<file path="src/rtl/axi_line_refill_bridge_if.sv">
// Bus bundles around the line refill bridge: the cache-side refill request/return
// channel and the AXI4 read-address/read-data channels toward the interconnect.
interface line_req_if #(
  parameter int LINE_WORDS = 4
);
  logic                       rd_req;
  logic [31:0]                rd_addr;
  logic                       rd_rdy;
  logic                       ret_valid;
  logic [32*LINE_WORDS-1:0]   ret_data;

  modport master (output rd_req, rd_addr, input rd_rdy, ret_valid, ret_data);
  modport slave  (input rd_req, rd_addr, output rd_rdy, ret_valid, ret_data);
endinterface

interface axi_rd_if;
  logic [31:0] araddr;
  logic [7:0]  arlen;
  logic [2:0]  arsize;
  logic [1:0]  arburst;
  logic        arvalid;
  logic        arready;
  logic [31:0] rdata;
  logic        rlast;
  logic        rvalid;
  logic        rready;

  modport master (output araddr, arlen, arsize, arburst, arvalid, rready,
                  input arready, rdata, rlast, rvalid);
  modport slave  (input araddr, arlen, arsize, arburst, arvalid, rready,
                  output arready, rdata, rlast, rvalid);
endinterface

</file>
<file path="src/rtl/axi_line_refill_bridge.sv">
// Turns one cache-line refill request into a single AXI4 INCR read burst and
// returns the assembled line to the cache as a one-cycle ret_valid pulse.
module axi_line_refill_bridge #(
  parameter int LINE_WORDS  = 4,
  parameter int OFFSET_BITS = 4
) (
  input  logic           clk,
  input  logic           rst,
  line_req_if.slave      cache,
  axi_rd_if.master       axi
);

  localparam int CNT_W = (LINE_WORDS > 1) ? $clog2(LINE_WORDS) : 1;

  typedef enum logic [1:0] {IDLE, AR, R, RET} state_t;

  state_t                          state;
  logic [CNT_W-1:0]                cnt;
  logic [LINE_WORDS-1:0][31:0]     line_buf;
  logic [LINE_WORDS-1:0][31:0]     line_next;
  logic                            beat;
  logic                            burst_done;
  logic                            unused_offset;

  assign unused_offset = ^cache.rd_addr[OFFSET_BITS-1:0];

  assign axi.arlen   = 8'(LINE_WORDS - 1);
  assign axi.arsize  = 3'b010;
  assign axi.arburst = 2'b01;

  assign cache.rd_rdy = (state == IDLE) && !rst;

  assign beat       = (state == R) && axi.rvalid && axi.rready;
  assign burst_done = beat && ((cnt == CNT_W'(LINE_WORDS - 1)) || axi.rlast);

  // Line as it will look after the current beat; words past the current beat
  // read as zero so a burst cut short by rlast never leaks a previous line.
  always_comb begin
    line_next = '0;
    for (int i = 0; i < LINE_WORDS; i++) begin
      if (CNT_W'(i) < cnt)
        line_next[i] = line_buf[i];
      else if (CNT_W'(i) == cnt)
        line_next[i] = axi.rdata;
    end
  end

  always_ff @(posedge clk or posedge rst) begin
    if (rst) begin
      state           <= IDLE;
      cnt             <= '0;
      line_buf        <= '0;
      axi.araddr      <= '0;
      axi.arvalid     <= 1'b0;
      axi.rready      <= 1'b0;
      cache.ret_valid <= 1'b0;
      cache.ret_data  <= '0;
    end else begin
      case (state)
        IDLE: begin
          if (cache.rd_req) begin
            axi.araddr  <= {cache.rd_addr[31:OFFSET_BITS], {OFFSET_BITS{1'b0}}};
            cnt         <= '0;
            axi.arvalid <= 1'b1;
            state       <= AR;
          end
        end
        AR: begin
          if (axi.arready) begin
            axi.arvalid <= 1'b0;
            axi.rready  <= 1'b1;
            state       <= R;
          end
        end
        R: begin
          if (beat) begin
            line_buf[cnt] <= axi.rdata;
            cnt           <= cnt + 1'b1;
          end
          // ret_data is loaded together with the last beat so it is already
          // valid during the single RET cycle.
          if (burst_done) begin
            axi.rready      <= 1'b0;
            cache.ret_valid <= 1'b1;
            cache.ret_data  <= line_next;
            state           <= RET;
          end
        end
        RET: begin
          cache.ret_valid <= 1'b0;
          state           <= IDLE;
        end
        default: state <= IDLE;
      endcase
    end
  end

endmodule

</file>
<file path="src/flat_wrapper.sv">
// flat-port wrapper written by rule: the top's interface ports become plain ports
module axi_line_refill_bridge_flat 
#(
  parameter int LINE_WORDS  = 4,
  parameter int OFFSET_BITS = 4
)
  (clk, rst, cache_rd_req, cache_rd_addr, cache_rd_rdy, cache_ret_valid, cache_ret_data, axi_araddr, axi_arlen, axi_arsize, axi_arburst, axi_arvalid, axi_rready, axi_arready, axi_rdata, axi_rlast, axi_rvalid);
  line_req_if #(.LINE_WORDS(LINE_WORDS)) cache_i ();
  axi_rd_if axi_i ();
  input  logic clk;
  input  logic rst;
  input wire logic [$bits(cache_i.rd_req)-1:0] cache_rd_req;
  input wire logic [$bits(cache_i.rd_addr)-1:0] cache_rd_addr;
  output wire logic [$bits(cache_i.rd_rdy)-1:0] cache_rd_rdy;
  output wire logic [$bits(cache_i.ret_valid)-1:0] cache_ret_valid;
  output wire logic [$bits(cache_i.ret_data)-1:0] cache_ret_data;
  output wire logic [$bits(axi_i.araddr)-1:0] axi_araddr;
  output wire logic [$bits(axi_i.arlen)-1:0] axi_arlen;
  output wire logic [$bits(axi_i.arsize)-1:0] axi_arsize;
  output wire logic [$bits(axi_i.arburst)-1:0] axi_arburst;
  output wire logic [$bits(axi_i.arvalid)-1:0] axi_arvalid;
  output wire logic [$bits(axi_i.rready)-1:0] axi_rready;
  input wire logic [$bits(axi_i.arready)-1:0] axi_arready;
  input wire logic [$bits(axi_i.rdata)-1:0] axi_rdata;
  input wire logic [$bits(axi_i.rlast)-1:0] axi_rlast;
  input wire logic [$bits(axi_i.rvalid)-1:0] axi_rvalid;
  assign cache_i.rd_req = cache_rd_req;
  assign cache_i.rd_addr = cache_rd_addr;
  assign cache_rd_rdy = cache_i.rd_rdy;
  assign cache_ret_valid = cache_i.ret_valid;
  assign cache_ret_data = cache_i.ret_data;
  assign axi_araddr = axi_i.araddr;
  assign axi_arlen = axi_i.arlen;
  assign axi_arsize = axi_i.arsize;
  assign axi_arburst = axi_i.arburst;
  assign axi_arvalid = axi_i.arvalid;
  assign axi_rready = axi_i.rready;
  assign axi_i.arready = axi_arready;
  assign axi_i.rdata = axi_rdata;
  assign axi_i.rlast = axi_rlast;
  assign axi_i.rvalid = axi_rvalid;
  axi_line_refill_bridge #(.LINE_WORDS(LINE_WORDS), .OFFSET_BITS(OFFSET_BITS)) u_core (.clk(clk), .rst(rst), .cache(cache_i), .axi(axi_i));
endmodule
</file>
<file path="config.mk">
export PLATFORM = sky130hd
export DESIGN_NAME = axi_line_refill_bridge_flat
export DESIGN_NICKNAME = d
export VERILOG_FILES = /design/src/rtl/axi_line_refill_bridge_if.sv /design/src/rtl/axi_line_refill_bridge.sv /design/src/flat_wrapper.sv
export SDC_FILE = /design/constraint.sdc
export NUM_CORES = 1
export LEC_CHECK = 0
export ABC_AREA = 1
export BUFFER_PORTS_ARGS = -buffer_cell sky130_fd_sc_hd__buf_4
export CORE_MARGIN = 4
export CORE_UTILIZATION = 55
export CTS_BUF_LIST = sky130_fd_sc_hd__clkbuf_8
export DETAILED_ROUTE_END_ITERATION = 8
export PLACE_DENSITY_LB_ADDON = 0.1
export SETUP_SLACK_MARGIN = 0.5
export SLEW_MARGIN = 15
export SYNTH_ARGS = -nofsm -noshare
export SYNTH_HDL_FRONTEND = slang
export SYNTH_SLANG_ARGS = --single-unit
</file>
<file path="constraint.sdc">
create_clock -name clk -period 12.6 [get_ports clk]
set_input_delay 2.52 -clock clk [delete_from_list [all_inputs] [get_ports clk]]
set_output_delay 2.52 -clock clk [all_outputs]
set_load 0.05 [all_outputs]
</file>
==> results.md <==
* Sequential share of power at 38.3%
* First-pass GRT wire length at 44100 um
* Slew Viols, Final at 0
* CTS Hold Bufs at 0
* Leak at 0.00727 uW
* Synth cell types at 22
* Post-route ant nets at 0
* DRC Markers at 0
* Post-synthesis simple-gate area fraction at 22.1%
* Adder-Cell Fraction of Synth Area at 1.04%
* Final min period at 5480 ps
* Max VDD drop at 0.175 mV
* Startpoint Class: input pin
* Crit path cell chain: buf_4, nor2_1, buf_4
* Clk pwr share at 19.7%
* Unrepaired setup endpoints after global routing: no
* Post-synthesis xor/xnor area fraction at 0%
* Clock skew at 13.9 ps
* Synthesized cell area at 10800 um2
* Clock slew at reported path FFs at 60 ps
* EDFF count, synth at 0
* Clk root buf: clkbuf_8
* FF+latch count, synth at 259
* Comb pwr share at 42.1%
* Vias in the first global route at 8725
* P_sw at 1500 uW
* Crit path buf inv count at 2
* Synth warnings at 0
* Nets at 1547
* Via total after detailed routing at 8812
* Die area at 22000 um2
* Outcome: finished, final reports clean
* Io pins at 247
* TritonCTS clock tree: yes
* R2r worst-path depth at 6
* CTS buffer count at 43
* Vias/cell at 5.01
* Levels on crit path at 3
* WL per Instance at 15.1 um
* Mux cell area share after synthesis at 0%
* Initial antenna violation count at 0
* # diodes at 0
* Setup CP Type: input pin to output port
* Sequential area share after synthesis at 59.9%
* Clk sinks at 259
* Final count of hold timing violations at 0
* Most common cell after layout, fill and taps aside: nand2_1
* DRT Pass-1 Iters at 5
* Post-layout util at 68.4%
* Setup repair bufs after CTS at 0
* Worst-Margin Slew at 1150 ps
* CP required at 10080 ps
* Setup-failing EPs final at 0
* Crit share post-route at 43.5%
* Synth Flop Type: dfrtp_1
* Worst skew pair latency at 530 ps
* Crit-path max FO at 2
* Hold depth at 2
* Hold slack at 471 ps
* P&R area growth vs syn at 22.7%
* DIE WIDTH at 148 um
* Overall Power at 3380 uW
* Most common cell on crit path: buf_4
* Final WL at 26500 um
* WP data arrival at 2960 ps
* Main combinational cell family by area after synthesis: simple AND/OR/NAND/NOR gates
* Core Rows at 51
* Synth Area in Compound Gates at 10.8%
* RD Place Congestion at 0.771
* # H-tree levels at 2
* Max Root-Sink Buffers at 3
* Crit. End Element: output port
* Mean post-synth cell area at 8.55 um2
* Max incr delay on CP at 200 ps
* Cells after synthesis at 1264
* Layout cells sized above 1 at 20.2%
* FMAX at 183 MHz
* TNS Setup at 0 ps
* PortBufs at 225
* Placed Cells at 1688
* Slowest cell on the critical path: buf_4
* Max-cap viol count at 0
* Int Pwr at 1890 uW
* Total gr overflow at 0
* Core area at 19400 um2
* Total track usage at 24.4%
* Top delay family on crit path: buffers and inverters
* Hold crit path type: register to register
* Commonest non-fill, non-tap cells in the layout: nand2_1, dfrtp_1, buf_4
* Finished Layout Cells at 1758
* Die Y at 148 um
* Largest net degree at the start of global routing at 132
* Sw frac at 44.3%
* CTS-repair resized insts at 0
* Asr flop ratio synth at 100%
* Iteration-0 DRC Markers at 592
* Starting Density at 55.7%
* Final HPWL DP at 16200 um
* Pwr/cell area at 255 nW/um2
* Worst relative slew slack at 23.0%
## final timing paths
path / slack (ps) / endpoint / start
hold / removal: 470 / u_core.cache.ret_data[104]$_DFFE_PP0P_ / u_core.cache.ret_data[104]$_DFFE_PP0P_
hold reg to reg: 470 / u_core.cache.ret_data[104]$_DFFE_PP0P_ / u_core.cache.ret_data[104]$_DFFE_PP0P_
max in group asynchronous: 9010 / u_core.cache.ret_data[31]$_DFFE_PP0P_ / rst
min in group asynchronous: 2190 / u_core.axi.araddr[18]$_DFFE_PP0P_ / rst
setup reg to reg: 9710 / u_core.cache.ret_data[10]$_DFFE_PP0P_ / u_core.cnt[0]$_DFFE_PP0P_
setup / recovery: 7120 / cache_rd_rdy / rst
## through the flow
step | worst slack (ps) | instance area (um2)
after detailed placement | 7130 | 12500
after CTS | 7120 | 13300
after floorplan | 2950 | 10900
final | 7120 | 13300
after global routing | 7110 | 13300
after global placement | 7130 | 12500
## cell type report
class                      count  area [um2]
multi-input combinational    884        3760
clock buffer                  50         688
tap                          265         332
fill                        1671        6130
inverter                      48         190
clock inverter                20        78.8
sequential                   259        6480
timing repair buffer         232        1740
## layer usage
metal / vias to the layer above / track usage [%] / routed length [um]
met2: 263 / 37.7 / 12100
met5: - / 0 / 0
met4: 0 / 6.74 / 525
met3: 43 / 6.46 / 2090
li1: 4340 / - / -
met1: 4166 / 34.8 / 11800
## flip-flops by register name, summed over array words and instances, names as in the netlist
name                    cells
u_core.axi.rready           1
u_core.cnt                  2
u_core.axi.arvalid          1
u_core.state                2
u_core.cache.ret_valid      1
u_core.axi.araddr          28
u_core.line_buf            96
u_core.cache.ret_data     128
## synthesized netlist by cell type (4+ instances only)
library cell  number  area share [%]
clkbuf_1          30             1.0
nand2_1          610              21
nand3_1            5            0.23
dfrtp_1          259              60
buf_4             27             1.9
buf_2             23             1.1
nor2_1             4            0.14
o21ai_1            7            0.32
inv_1             45             1.6
ha_1               9             1.0
buf_1              6            0.21
o21ai_0          221              10
## power by group through the flow
| stage | clock network, uW | logic (uW) | registers, uW |
|---|---|---|---|
| finish | 666 | 1420 | 1300 |
| global placement | 0 | 1410 | 1290 |
| detailed placement | 0 | 1430 | 1300 |
| global route | 724 | 1540 | 1330 |
| CTS | 684 | 1430 | 1290 |
| floorplan | 0 | 447 | 1850 |
## worst register-to-register path: cells and delay by family, from the launching register on
kind | cells | cell delay, ps
buffers and inverters | 2 | 1350
adder cells (fa/ha/maj) | 1 | 490
flip-flops | 1 | 400
AND/OR/NAND/NOR | 2 | 320
AO/OA/AOI/OAI | 1 | 190
## cells by family after synthesis
kind of cell | count (synthesis)
and+or+nand+nor | 626
DFF | 259
AOI/OAI and AO/OA | 232
buffers and inverters | 136
adders and majority gates | 9
other | 2
(Power assumes the default switching activity.)
